File: config.mk
export PLATFORM = sky130hd
export DESIGN_NAME = pc_fetch
export DESIGN_NICKNAME = d
export VERILOG_FILES = /design/src/rtl/jrb8_pkg.sv /design/src/rtl/pc_stack.sv /design/src/rtl/pc_fetch.sv
export SDC_FILE = /design/constraint.sdc
export NUM_CORES = 1
export LEC_CHECK = 0
export CAP_MARGIN = 20
export CORE_MARGIN = 4
export CORE_UTILIZATION = 40
export CTS_CLUSTER_SIZE = 12
export DETAILED_ROUTE_END_ITERATION = 7
export PLACE_DENSITY = 0.76
export SLEW_MARGIN = 25
export SYNTH_ARGS = -nofsm -noshare
export SYNTH_HDL_FRONTEND = slang
export SYNTH_SLANG_ARGS = --single-unit
File: constraint.sdc
create_clock -name clk -period 5.7 [get_ports clk]
set_clock_uncertainty 0.1 [all_clocks]
set_input_delay 1.14 -clock clk [delete_from_list [all_inputs] [get_ports clk]]
set_output_delay 1.14 -clock clk [all_outputs]
set_load 0.02 [all_outputs]
File: src/rtl/jrb8_pkg.sv
`default_nettype none
// ---------------------------------------------------------------------------
// jrb8_pkg: shared widths and enums for the jrb8 fetch front end.  Rev 1.0
// ---------------------------------------------------------------------------
package jrb8_pkg;
  localparam int ADDR_W = 16;
  localparam int DATA_W = 8;

  typedef enum logic [1:0] {
    ST_IDLE  = 2'd0,
    ST_REQ   = 2'd1,
    ST_VALID = 2'd2
  } fetch_state_t;

  typedef enum logic [2:0] {
    RD_NONE = 3'd0,
    RD_PCC  = 3'd1,
    RD_JMP  = 3'd2,
    RD_CALL = 3'd3,
    RD_RET  = 3'd4
  } redir_t;

  // Redirects that replace the PC outright (everything except a plain advance)
  function automatic logic is_jump(input redir_t k);
    return (k == RD_JMP) || (k == RD_CALL) || (k == RD_RET);
  endfunction
endpackage
`default_nettype wire

File: src/rtl/pc_stack.sv
`default_nettype none
// ---------------------------------------------------------------------------
// pc_stack: circular LIFO of return addresses; a push when full drops the oldest.  Rev 1.0
// ---------------------------------------------------------------------------
module pc_stack
  import jrb8_pkg::*;
#(
  parameter int DEPTH = 4
) (
  input  logic              clk,
  input  logic              reset,
  input  logic              i_push,
  input  logic              i_pop,
  input  logic [ADDR_W-1:0] i_data,
  output logic [ADDR_W-1:0] o_data,
  output logic              o_full,
  output logic              o_empty
);
  localparam int                c_ptr_w = (DEPTH > 1) ? $clog2(DEPTH) : 1;
  localparam logic [c_ptr_w:0]  c_depth = (c_ptr_w + 1)'(DEPTH);

  logic [ADDR_W-1:0]  r_mem [DEPTH];
  logic [c_ptr_w-1:0] r_top;
  logic [c_ptr_w:0]   r_count;
  logic [c_ptr_w-1:0] w_top_inc;

  assign w_top_inc = r_top + 1'b1;

  always_ff @(posedge clk) begin
    if (i_push) r_mem[w_top_inc] <= i_data;
  end

  // r_top resets to the last slot so the first push lands in slot 0
  always_ff @(posedge clk or posedge reset) begin
    if (reset) begin
      r_top   <= '1;
      r_count <= '0;
    end else if (i_push) begin
      r_top <= w_top_inc;
      if (!o_full) r_count <= r_count + 1'b1;
    end else if (i_pop && !o_empty) begin
      r_top   <= r_top - 1'b1;
      r_count <= r_count - 1'b1;
    end
  end

  assign o_full  = (r_count == c_depth);
  assign o_empty = (r_count == '0);
  assign o_data  = r_mem[r_top];
endmodule
`default_nettype wire

File: src/rtl/pc_fetch.sv
`default_nettype none
// ---------------------------------------------------------------------------
// pc_fetch: PC register and byte fetch FSM; PC_STACK_EN adds call/ret return stack.  Rev 1.0
// ---------------------------------------------------------------------------
module pc_fetch
  import jrb8_pkg::*;
#(
  parameter logic [ADDR_W-1:0] RESET_PC    = 16'h0000,
  parameter int                STACK_DEPTH = 4
) (
  input  logic              clk,
  input  logic              reset,
  input  logic              i_pcc,
  input  logic              i_jmp,
  input  logic [ADDR_W-1:0] i_jmp_addr,
  input  logic              i_call,
  input  logic              i_ret,
  output logic              o_mem_req,
  output logic [ADDR_W-1:0] o_mem_addr,
  input  logic              i_mem_ack,
  input  logic [DATA_W-1:0] i_mem_rdata,
  output logic [ADDR_W-1:0] o_pc,
  output logic [DATA_W-1:0] o_fetch_data,
  output logic              o_fetch_valid,
  output logic              o_stall,
  output logic              o_stack_err
);
  fetch_state_t      r_state;
  logic [ADDR_W-1:0] r_pc;
  logic              r_mem_req;
  logic [DATA_W-1:0] r_fetch_data;
  logic              r_fetch_valid;
  logic              r_pend_valid;
  redir_t            r_pend_kind;
  logic [ADDR_W-1:0] r_pend_addr;
  logic              r_stack_err;

  redir_t            w_rd;
  redir_t            w_exec;
  logic [ADDR_W-1:0] w_exec_addr;
  logic [ADDR_W-1:0] w_next_pc;
  logic [ADDR_W-1:0] w_pc_inc;
  logic              w_ack_edge;
  logic              w_stk_err;

  if ((STACK_DEPTH < 2) || (STACK_DEPTH > 8) || ((STACK_DEPTH & (STACK_DEPTH - 1)) != 0))
  begin : g_bad_depth
    $error("pc_fetch: STACK_DEPTH must be a power of two in 2..8");
  end

  assign w_pc_inc   = r_pc + 1'b1;
  assign w_ack_edge = (r_state == ST_REQ) && r_mem_req && i_mem_ack;

  always_comb begin
    w_rd = RD_NONE;
`ifdef PC_STACK_EN
    if (i_ret)                w_rd = RD_RET;
    else if (i_call)          w_rd = RD_CALL;
    else if (i_jmp)           w_rd = RD_JMP;
    else if (i_pcc)           w_rd = RD_PCC;
`else
    if (i_call || i_jmp)      w_rd = RD_JMP;
    else if (i_pcc)           w_rd = RD_PCC;
`endif
  end

  // A redirect arriving on the ack edge itself supersedes any older pending one
  always_comb begin
    w_exec      = RD_NONE;
    w_exec_addr = i_jmp_addr;
    if (r_state == ST_VALID) begin
      w_exec = w_rd;
    end else if (w_ack_edge) begin
      if (is_jump(w_rd)) begin
        w_exec = w_rd;
      end else if (r_pend_valid) begin
        w_exec      = r_pend_kind;
        w_exec_addr = r_pend_addr;
      end
    end
  end

`ifdef PC_STACK_EN
  logic              w_push;
  logic              w_pop;
  logic              w_stk_full;
  logic              w_stk_empty;
  logic [ADDR_W-1:0] w_stk_top;

  assign w_push    = (w_exec == RD_CALL);
  assign w_pop     = (w_exec == RD_RET);
  assign w_stk_err = (w_push && w_stk_full) || (w_pop && w_stk_empty);

  pc_stack #(.DEPTH(STACK_DEPTH)) u_stack (
    .clk     (clk),
    .reset   (reset),
    .i_push  (w_push),
    .i_pop   (w_pop),
    .i_data  (w_pc_inc),
    .o_data  (w_stk_top),
    .o_full  (w_stk_full),
    .o_empty (w_stk_empty)
  );
`else
  logic w_unused;
  assign w_unused  = i_ret;
  assign w_stk_err = 1'b0;
`endif

  always_comb begin
    w_next_pc = r_pc;
    case (w_exec)
      RD_PCC:          w_next_pc = w_pc_inc;
      RD_JMP, RD_CALL: w_next_pc = w_exec_addr;
`ifdef PC_STACK_EN
      RD_RET:          w_next_pc = w_stk_empty ? RESET_PC : w_stk_top;
`endif
      default:         w_next_pc = r_pc;
    endcase
  end

  always_ff @(posedge clk or posedge reset) begin
    if (reset) begin
      r_state       <= ST_IDLE;
      r_pc          <= RESET_PC;
      r_mem_req     <= 1'b0;
      r_fetch_data  <= '0;
      r_fetch_valid <= 1'b0;
      r_pend_valid  <= 1'b0;
      r_pend_kind   <= RD_NONE;
      r_pend_addr   <= '0;
      r_stack_err   <= 1'b0;
    end else begin
      r_stack_err <= w_stk_err;
      case (r_state)
        ST_IDLE: begin
          r_state   <= ST_REQ;
          r_mem_req <= 1'b1;
        end
        ST_REQ: begin
          if (w_ack_edge) begin
            r_mem_req <= 1'b0;
            if (w_exec != RD_NONE) begin
              // Stale data: take the new PC and leave one idle cycle before reissuing
              r_pc         <= w_next_pc;
              r_pend_valid <= 1'b0;
            end else begin
              r_fetch_data  <= i_mem_rdata;
              r_fetch_valid <= 1'b1;
              r_state       <= ST_VALID;
            end
          end else begin
            if (!r_mem_req) r_mem_req <= 1'b1;
            if (is_jump(w_rd)) begin
              r_pend_valid <= 1'b1;
              r_pend_kind  <= w_rd;
              r_pend_addr  <= i_jmp_addr;
            end
          end
        end
        ST_VALID: begin
          if (w_exec != RD_NONE) begin
            r_pc          <= w_next_pc;
            r_fetch_valid <= 1'b0;
            r_mem_req     <= 1'b1;
            r_state       <= ST_REQ;
          end
        end
        default: r_state <= ST_IDLE;
      endcase
    end
  end

  assign o_mem_req     = r_mem_req;
  assign o_mem_addr    = r_pc;
  assign o_pc          = r_pc;
  assign o_fetch_data  = r_fetch_data;
  assign o_fetch_valid = r_fetch_valid;
  assign o_stall       = ~r_fetch_valid;
  assign o_stack_err   = r_stack_err;
endmodule
`default_nettype wire

==> metrics.md, run 1 <==
| Metric | Value |
|---|---|
| Placed Area | 0.00347 mm2 |
| Met2 Use GR | 25.6% |
| Post-Synthesis Cells | 251 |
| DRT Pass-1 Iters | 4 |
| Sequential area share after synthesis | 41.6% |
| Largest net degree at the start of global routing | 48 |
| Int Pwr | 1.14 mW |
| Part of the power in the clock network | 10.1% |
| Clock tree buffer depth | 2 |
| TritonCTS clock tree | yes |
| DRT iter0 DRCs | 116 |
| Max Cap Viol | 0 |
| Starting Density | 41.3% |
| Synth Warn # | 0 |
| Slowest stage cell, crit path | o22ai_2 |
| GRT met1 Usage | 18.4% |
| Layout fillers | 641 |
| Hold Violations, Final | 0 |
| Relative slew slack | 45.4% |
| WL/cell | 15.8 um |
| Nets@finish | 339 |
| Drt via density | 5.36 |
| Grt ovf | 0 |
| Die ar. | 0.00847 mm2 |
| Fin cells | 399 |
| Total power per unit cell area | 558 mW/mm2 |
| Final core occ | 52.1% |
| Post-Syn Area | 0.00282 mm2 |
| Comb pwr share | 56.5% |
| Core area | 0.00683 mm2 |
| Root buf cell | clkbuf_8 |
| Layout cell share with drive strength beyond 1 | 17.5% |
| Clock Latency Late Sink | 0.30 ns |
| Residual DRC | 0 |
| Wire length of the first global-routing pass | 10400 um |
| Worst Setup Start Kind | input port |
| Crit. End Element | register |
| CP top delay family | compound AO/OA/AOI/OAI gates |
| Clock Sinks | 47 |
| Sequential power share | 33.4% |
| Post-CTS setup repair buffer count | 0 |
| Worst-path clk slew | 0.09 ns |
| Final WL | 6320 um |
| Final slew viol count | 0 |
| Buffers on Ports | 72 |
| Met3 Resource Use GR | 5.25% |
| Status | completed |
| CP required | 5.79 ns |
| H-tree level count | 2 |
| Ant. Diodes | 0 |
| Initial antenna violation count | 0 |
| Register area | 0.00118 mm2 |
| Ys async rst share | 100% |
| Post-cts resize count | 0 |
| Post-layout total power | 1.98 mW |
| Worst path bufs/invs | 2 |
| Leakage | 1.43 nW |
| Flop and latch count out of synthesis | 47 |
| Max Fclk | 0.310 GHz |
| Post-synth cell types | 41 |
| Number of flops mapped to enable cells by yosys | 0 |
| Routability cong. | 0.811 |
| Die height | 92.0 um |
| Design Area, Final | 0.00356 mm2 |
| Vias | 2138 |
| Switching power | 846 uW |
| Multi-input gate area | 0.00141 mm2 |
| CP peak stage delay | 0.57 ns |
| Post-route setup TNS | 0 ns |
| CP max FO | 19 |
| # hold bufs at CTS | 0 |
| Worst hold path type | reg2reg |
| Part of the cycle the worst path needs | 56.6% |
| Vias in the first global route | 2117 |
| Final setup violating endpoints | 0 |
| Crit path DAT | 3.32 ns |
| Maximum vdd drop | 0.212 mV |
| Area Growth Syn to Fin | 25.9% |
| Crit path kind | in2reg |
| Min Clock Period, post-route | 3.23 ns |
| Least-Margin Pin Slew | 0.818 ns |
| RSZ-0062 raised after global routing | false |
| GRT Overall Usage | 15.2% |
| I/O pins | 75 |
| DIE WIDTH | 92.0 um |
| Number of cell rows | 30 |
| Busiest grt layer | met2 |
| Sw Ratio | 42.6% |
| Placed cell count | 391 |
| Top_reg_cell synth | dfrtp_1 |
| Synthesized Nets | 288 |
| Syn_area_per_cell | 11.3 um2 |
| Final ANT Viol Nets | 0 |
| Final HPWL from detailed placement | 4430 um |
| CTS Buf Count | 5 |
| CP cell instances | clkdlybuf4s50_1 > or2_2 > o22ai_2 > buf_4 > a211oi_1 > o22a_1 |
## area by class of cell
class	instances	share of cell area, %
clock buffer	6	2.04
clock inverter	2	0.352
timing repair buffer	74	20.7
sequential	47	33.1
multi-input combinational	167	39.7
inverter	7	0.774
tap	96	3.38
## routing by layer
layer  up-vias  part of all wire (%)
met5         -                     0
met4         0                   1.2
met3         7                   6.9
met2        62                    49
met1      1047                    43
li1       1022                     -
## path summary, 6_finish.rpt
path / startpoint / endpoint / slack, ns / cells past startpoint
max in group asynchronous: reset / r_pend_addr[2] / 3.83 / 2
worst max register to register: r_state[0] / o_mem_addr[10] / 2.93 / 7
worst max-delay path: i_jmp / o_mem_addr[10] / 2.47 / 6
min in group asynchronous: reset / o_fetch_data[4] / 1.19 / 2
worst min-delay path: r_pend_kind[1] / r_pend_kind[1] / 0.40 / 1
worst min register to register: r_pend_kind[1] / r_pend_kind[1] / 0.40 / 1
## placed cells by master, fill, tap and decap left out, types with 5 or more instances in the layout
cell type	instances
a211oi_1	15
a2bb2oi_1	6
clkbuf_8	5
clkdlybuf4s50_1	72
dfrtp_1	47
ha_1	6
inv_1	6
mux2_2	34
mux2i_1	25
nand2_1	10
nand3_1	8
nand4_1	5
nor2_1	5
o22a_1	8
## power groups by stage
stage	Clock [mW]	Sequential, mW	Combinational [mW]
floorplan	0	0.734	0.704
global route	0.222	0.692	1.20
global placement	0	0.656	1.11
CTS	0.207	0.663	1.13
detailed placement	0	0.669	1.13
finish	0.199	0.663	1.12
## synth_stat cells (2+ instances only)
library cell | count | area, um2
ha_1 | 6 | 75.1
o22a_1 | 8 | 70.1
mux2i_1 | 25 | 250
buf_6 | 2 | 22.5
a2bb2oi_1 | 6 | 52.6
nor4_1 | 4 | 25.0
nand4_1 | 5 | 31.3
o21ai_0 | 4 | 20.0
nand3_1 | 8 | 40.0
nor2_1 | 5 | 18.8
buf_4 | 19 | 143
nand2_1 | 10 | 37.5
and2_1 | 2 | 12.5
nor3_1 | 3 | 15.0
buf_2 | 9 | 45.0
or4_1 | 3 | 22.5
mux2_2 | 34 | 383
inv_1 | 7 | 26.3
or3_1 | 3 | 18.8
dfrtp_1 | 47 | 1180
a21oi_1 | 3 | 15.0
nand2b_1 | 2 | 12.5
nand4_2 | 2 | 25.0
a211oi_1 | 15 | 113
and3_1 | 3 | 18.8
## logic make-up (layout without fill, tap and decap cells)
kind of cell    count (synthesis)  in the layout  synth area share (%)
flops                          47             47                  41.6
simple gates                   57             57                  12.3
fa+ha+maj                       6              6                  2.66
other cells                     1              1                 0.133
compound gates                 44             44                  12.5
buf+inv                        37             89                  8.37
mux                            59             59                  22.4
## state kept, by name (all words and copies together), names as in the netlist
| register | count |
|---|---|
| r_pend_addr | 16 |
| o_mem_req | 1 |
| r_pend_kind | 2 |
| o_fetch_valid | 1 |
| r_state | 2 |
| r_pend_valid | 1 |
| o_mem_addr | 16 |
| o_fetch_data | 8 |
## through the flow
stage	setup WS [ns]	hold slack, ns
CTS	2.48	0.403
global placement	2.18	0.377
global route	2.38	0.421
detailed placement	2.16	0.376
finish	2.47	0.405
floorplan	3.15	0.350
Note: power is estimated with default switching activity, not from simulation.
==> inputs of run 2 (changes only) <==
==> constraint.sdc (replaced) <==
create_clock -name clk -period 3.1 [get_ports clk]
set_clock_uncertainty 0.1 [all_clocks]
set_input_delay 0.62 -clock clk [delete_from_list [all_inputs] [get_ports clk]]
set_output_delay 0.62 -clock clk [all_outputs]
set_load 0.02 [all_outputs]
==> metrics.md, run 2 (synthesized netlist as in run 1, its figures left out) <==
| Metric | Value |
|---|---|
| Multi-input gate area | 0.00141 mm2 |
| Slowest stage cell, crit path | dfrtp_1 |
| Leakage | 1.47 nW |
| Fin cells | 402 |
| Post-route setup TNS | 0 ns |
| CP max FO | 11 |
| Crit. End Element | register |
| Ant. Diodes | 0 |
| Worst path bufs/invs | 1 |
| Root buf cell | clkbuf_8 |
| RSZ-0062 raised after global routing | false |
| CTS Buf Count | 5 |
| Part of the power in the clock network | 13.9% |
| Least-Margin Pin Slew | 0.611 ns |
| Total power per unit cell area | 1060 mW/mm2 |
| Initial antenna violation count | 0 |
| Post-cts resize count | 0 |
| Hold Violations, Final | 0 |
| Worst slack, placed | 0.471 ns |
| Most frequent cells in the layout | clkdlybuf4s50_1 (72), dfrtp_1 (47), mux2_2 (34), mux2i_1 (25), a211oi_1 (15) |
| Core area | 0.00683 mm2 |
| # hold bufs at CTS | 0 |
| Number of cell rows | 30 |
| Worst hold path type | reg2reg |
| Worst Setup Start Kind | register |
| Register area | 0.00118 mm2 |
| Commonest non-fill, non-tap cell in the layout | clkdlybuf4s50_1 |
| Clock Sinks | 47 |
| Routability cong. | 0.797 |
| Max Cap Viol | 0 |
| Relative slew slack | 59.3% |
| H-tree level count | 2 |
| Die height | 92.0 um |
| Final setup violating endpoints | 0 |
| GRT Overall Usage | 15.4% |
| Starting Density | 41.3% |
| DIE WIDTH | 92.0 um |
| Largest net degree at the start of global routing | 48 |
| CP top delay family | simple AND/OR/NAND/NOR gates |
| Final HPWL from detailed placement | 4510 um |
| Worst hold slack | 0.406 ns |
| Crit path DAT | 2.47 ns |
| Max Fclk | 0.421 GHz |
| Final WL | 6390 um |
| TritonCTS clock tree | yes |
| Maximum vdd drop | 0.478 mV |
| Layout fillers | 617 |
| Drt via density | 5.42 |
| Vias in the first global route | 2215 |
| Crit path kind | reg2reg |
| Final ANT Viol Nets | 0 |
| DRT Pass-1 Iters | 4 |
| Nets@finish | 342 |
| Residual DRC | 0 |
| Die ar. | 0.00847 mm2 |
| Vias | 2178 |
| Part of the cycle the worst path needs | 76.6% |
| CP required | 3.20 ns |
| Min Clock Period, post-route | 2.37 ns |
| WL/cell | 15.9 um |
| Status | completed |
| Sw Ratio | 40.8% |
| Placed cell count | 394 |
| DRT iter0 DRCs | 109 |
| Comb pwr share | 54.3% |
| Sequential power share | 31.8% |
| CP cell instances | inv_1 > ha_1 > nand2b_1 > o21a_1 > nor2_1 > mux2_2 |
| Worst-path clk slew | 0.09 ns |
| Grt ovf | 0 |
| CP peak stage delay | 0.44 ns |
| Post-CTS setup repair buffer count | 0 |
| Clock tree buffer depth | 2 |
| Layout cell share with drive strength beyond 1 | 18.3% |
| Wire length of the first global-routing pass | 10500 um |
| Buffers on Ports | 72 |
| Setup ws final | 0.726 ns |
| Final slew viol count | 0 |
| I/O pins | 75 |
| Clock Latency Late Sink | 0.30 ns |
| Switching power | 1.56 mW |
| Area Growth Syn to Fin | 28.4% |
| Int Pwr | 2.27 mW |
-- run 2: area by class of cell --
cell class / count / area share, %
Clock buffer: 6 / 2.00
Clock inverter: 2 / 1.66
Inverter: 7 / 0.725
Multi-Input combinational cell: 167 / 38.9
Sequential cell: 47 / 32.4
Tap cell: 96 / 3.31
Timing Repair Buffer: 77 / 20.9
-- run 2: worst register-to-register path, delay by kind of cell (launching register included) --
kind / cells / cell delay, ns
muxes: 1 / 0.39
adders and majority gates: 1 / 0.35
buffers and inverters: 1 / 0.09
DFF: 1 / 0.44
and+or+nand+nor: 2 / 0.67
AOI/OAI and AO/OA: 1 / 0.25
-- run 2: through the flow --
step                      util, %  total power [mW]  cell area, um2
after floorplan                 -              2.64            2820
after global placement       51.1              3.25            3490
after detailed placement     51.1              3.32            3490
after CTS                    53.1              3.86            3620
after global routing         53.1              4.06            3620
final                        53.1              3.83            3620
-- run 2: metal layers --
metal,global-route usage (%),routed length [um],vias to the layer above
li1,-,-,1024
met1,17.7,2610,1074
met2,27.1,3210,71
met3,4.59,481,9
met4,5.32,84,0
met5,0,0,-
-- run 2: final timing paths --
path | start | end | slack [ns] | cells past startpoint
setup / recovery | r_state[0] | o_mem_addr[0] | 0.73 | 6
hold / removal | o_fetch_data[0] | o_fetch_data[0] | 0.41 | 1
setup reg to reg | r_state[0] | o_mem_addr[0] | 0.73 | 6
hold reg to reg | o_fetch_data[0] | o_fetch_data[0] | 0.41 | 1
max in group asynchronous | reset | o_mem_req | 1.79 | 3
min in group asynchronous | reset | r_pend_addr[15] | 0.70 | 3
-- run 2: power groups by stage --
stage / clock [mW] / sequential [mW] / combinational, mW
after floorplan: 0 / 1.35 / 1.29
after global placement: 0 / 1.20 / 2.05
after detailed placement: 0 / 1.23 / 2.08
after CTS: 0.546 / 1.22 / 2.09
after global routing: 0.571 / 1.27 / 2.22
final: 0.532 / 1.22 / 2.08
==> inputs of run 3 (changes only) <==
==> constraint.sdc (replaced) <==
create_clock -name clk -period 2.25 [get_ports clk]
set_clock_uncertainty 0.1 [all_clocks]
set_input_delay 0.45 -clock clk [delete_from_list [all_inputs] [get_ports clk]]
set_output_delay 0.45 -clock clk [all_outputs]
set_load 0.02 [all_outputs]
==> metrics.md, run 3 (synthesized netlist as in run 1, its figures left out) <==
| Metric | Value |
|---|---|
| Most frequent cells in the layout | clkdlybuf4s50_1 (72), dfrtp_1 (47), mux2_2 (34), mux2i_1 (25), buf_4 (20) |
| R2R depth | 7 |
| Core area | 0.00683 mm2 |
| Post-route setup TNS | 0 ns |
| Routability cong. | 0.820 |
| Wire length of the first global-routing pass | 10400 um |
| Min Clock Period, post-route | 2.05 ns |
| I/O pins | 75 |
| Part of the cycle the worst path needs | 91.0% |
| Die height | 92.0 um |
| Crit path DAT | 2.19 ns |
| CTS Buf Count | 5 |
| Maximum vdd drop | 0.587 mV |
| Max Cap Viol | 0 |
| Number of cell rows | 30 |
| GRT Overall Usage | 15.2% |
| WL/cell | 14.9 um |
| Final setup violating endpoints | 0 |
| H-tree level count | 2 |
| DIE WIDTH | 92.0 um |
| Largest net degree at the start of global routing | 22 |
| Crit. End Element | register |
| Fin cells | 420 |
| Final ANT Viol Nets | 0 |
| Starting Density | 41.3% |
| Vias | 2234 |
| Vias in the first global route | 2162 |
| TritonCTS clock tree | yes |
| Clock tree buffer depth | 2 |
| Total power per unit cell area | 1400 mW/mm2 |
| CP max FO | 18 |
| DRT Pass-1 Iters | 4 |
| Die ar. | 0.00847 mm2 |
| Post-CTS setup repair buffer count | 0 |
| Final HPWL from detailed placement | 4740 um |
| Hold Violations, Final | 0 |
| Buffers on Ports | 72 |
| Clock Sinks | 47 |
| Ant. Diodes | 0 |
| Area Growth Syn to Fin | 32.9% |
| Worst r2r dst | o_mem_addr[9] |
| Worst hold path type | in2async |
| DRT iter0 DRCs | 84 |
| Reg2Reg Launch Point | r_state[0] |
| Commonest non-fill, non-tap cell in the layout | clkdlybuf4s50_1 |
| Layout cell share with drive strength beyond 1 | 23.1% |
| RSZ-0062 raised after global routing | false |
| Leakage | 1.55 nW |
| Worst Setup Start Kind | register |
| Grt ovf | 0 |
| Initial antenna violation count | 0 |
| Drt via density | 5.32 |
| Residual DRC | 0 |
| Crit path kind | reg2reg |
| Final core occ | 54.9% |
| Internal reg-to-reg setup slack | 0.20 ns |
| Final slew viol count | 0 |
| Max Fclk | 0.488 GHz |
| Nets@finish | 360 |
| CP required | 2.39 ns |
| Placed cell count | 412 |
| Worst hold slack | 0.323 ns |
| Post-layout total power | 5.25 mW |
| Clock Latency Late Sink | 0.30 ns |
| Status | completed |
| Root buf cell | clkbuf_8 |
| Worst-path clk slew | 0.09 ns |
| Final WL | 6270 um |
## run 3: routing by layer
metal  share of wire, %  routed length [um]  GRT usage [%]  vias to the layer above
met5                  0                   0              0                        -
met4               0.97                  61           3.71                        0
met3                8.1                 508           4.92                        6
met2                 49                3070           25.8                       84
met1                 42                2630           18.6                     1078
li1                   -                   -              -                     1066
## run 3: repair_timing
action | 4_1_cts | 5_1_grt
hold buffers | 0 | 0
hold endpoints to repair | 0 | 0
setup endpoints to repair | 0 | 1
gates resized for setup | 0 | 1
## run 3: critical path, cell delays in order, from the launching register on
cell and delay [ns]:
dfrtp_1 0.39, buf_4 0.15, ha_1 0.20, and3_1 0.27
o22ai_2 0.19, buf_4 0.29, mux2i_1 0.24, o22a_1 0.16
## run 3: through the flow
step | setup slack [ns] | cell area [um2]
after floorplan | 0.0231 | 2820
after global placement | -0.0194 | 3660
after detailed placement | -0.0635 | 3660
after CTS | 0.121 | 3750
after global routing | 0.0914 | 3750
final | 0.202 | 3750
## run 3: final cells by class
cell class	count	area, um2
fillers	630	3080
multi-input cells	167	1410
flip-flops and latches	47	1180
repair buffers	95	931
well taps	96	120
clock buffers	6	72.6
inverters	7	26.3
clock inverters	2	12.5
## run 3: worst max-delay path by stage
stage	depth (start not counted)	from	endpoint	slack (ns)
finish	7	r_state[0]	o_mem_addr[9]	0.20
global placement	6	i_jmp	o_mem_addr[14]	-0.02
detailed placement	6	i_jmp	o_mem_addr[7]	-0.06
global route	7	r_state[0]	o_mem_addr[9]	0.09
floorplan	8	r_state[0]	o_mem_addr[0]	0.02
CTS	7	r_state[0]	o_mem_addr[9]	0.12
## run 3: where the power goes
part	total, mW	switching, mW	internal (mW)
Sequential	1.62	0.365	1.25
Clock	0.517	0.299	0.218
Combinational	3.12	1.51	1.60
Total	5.25	2.18	3.07
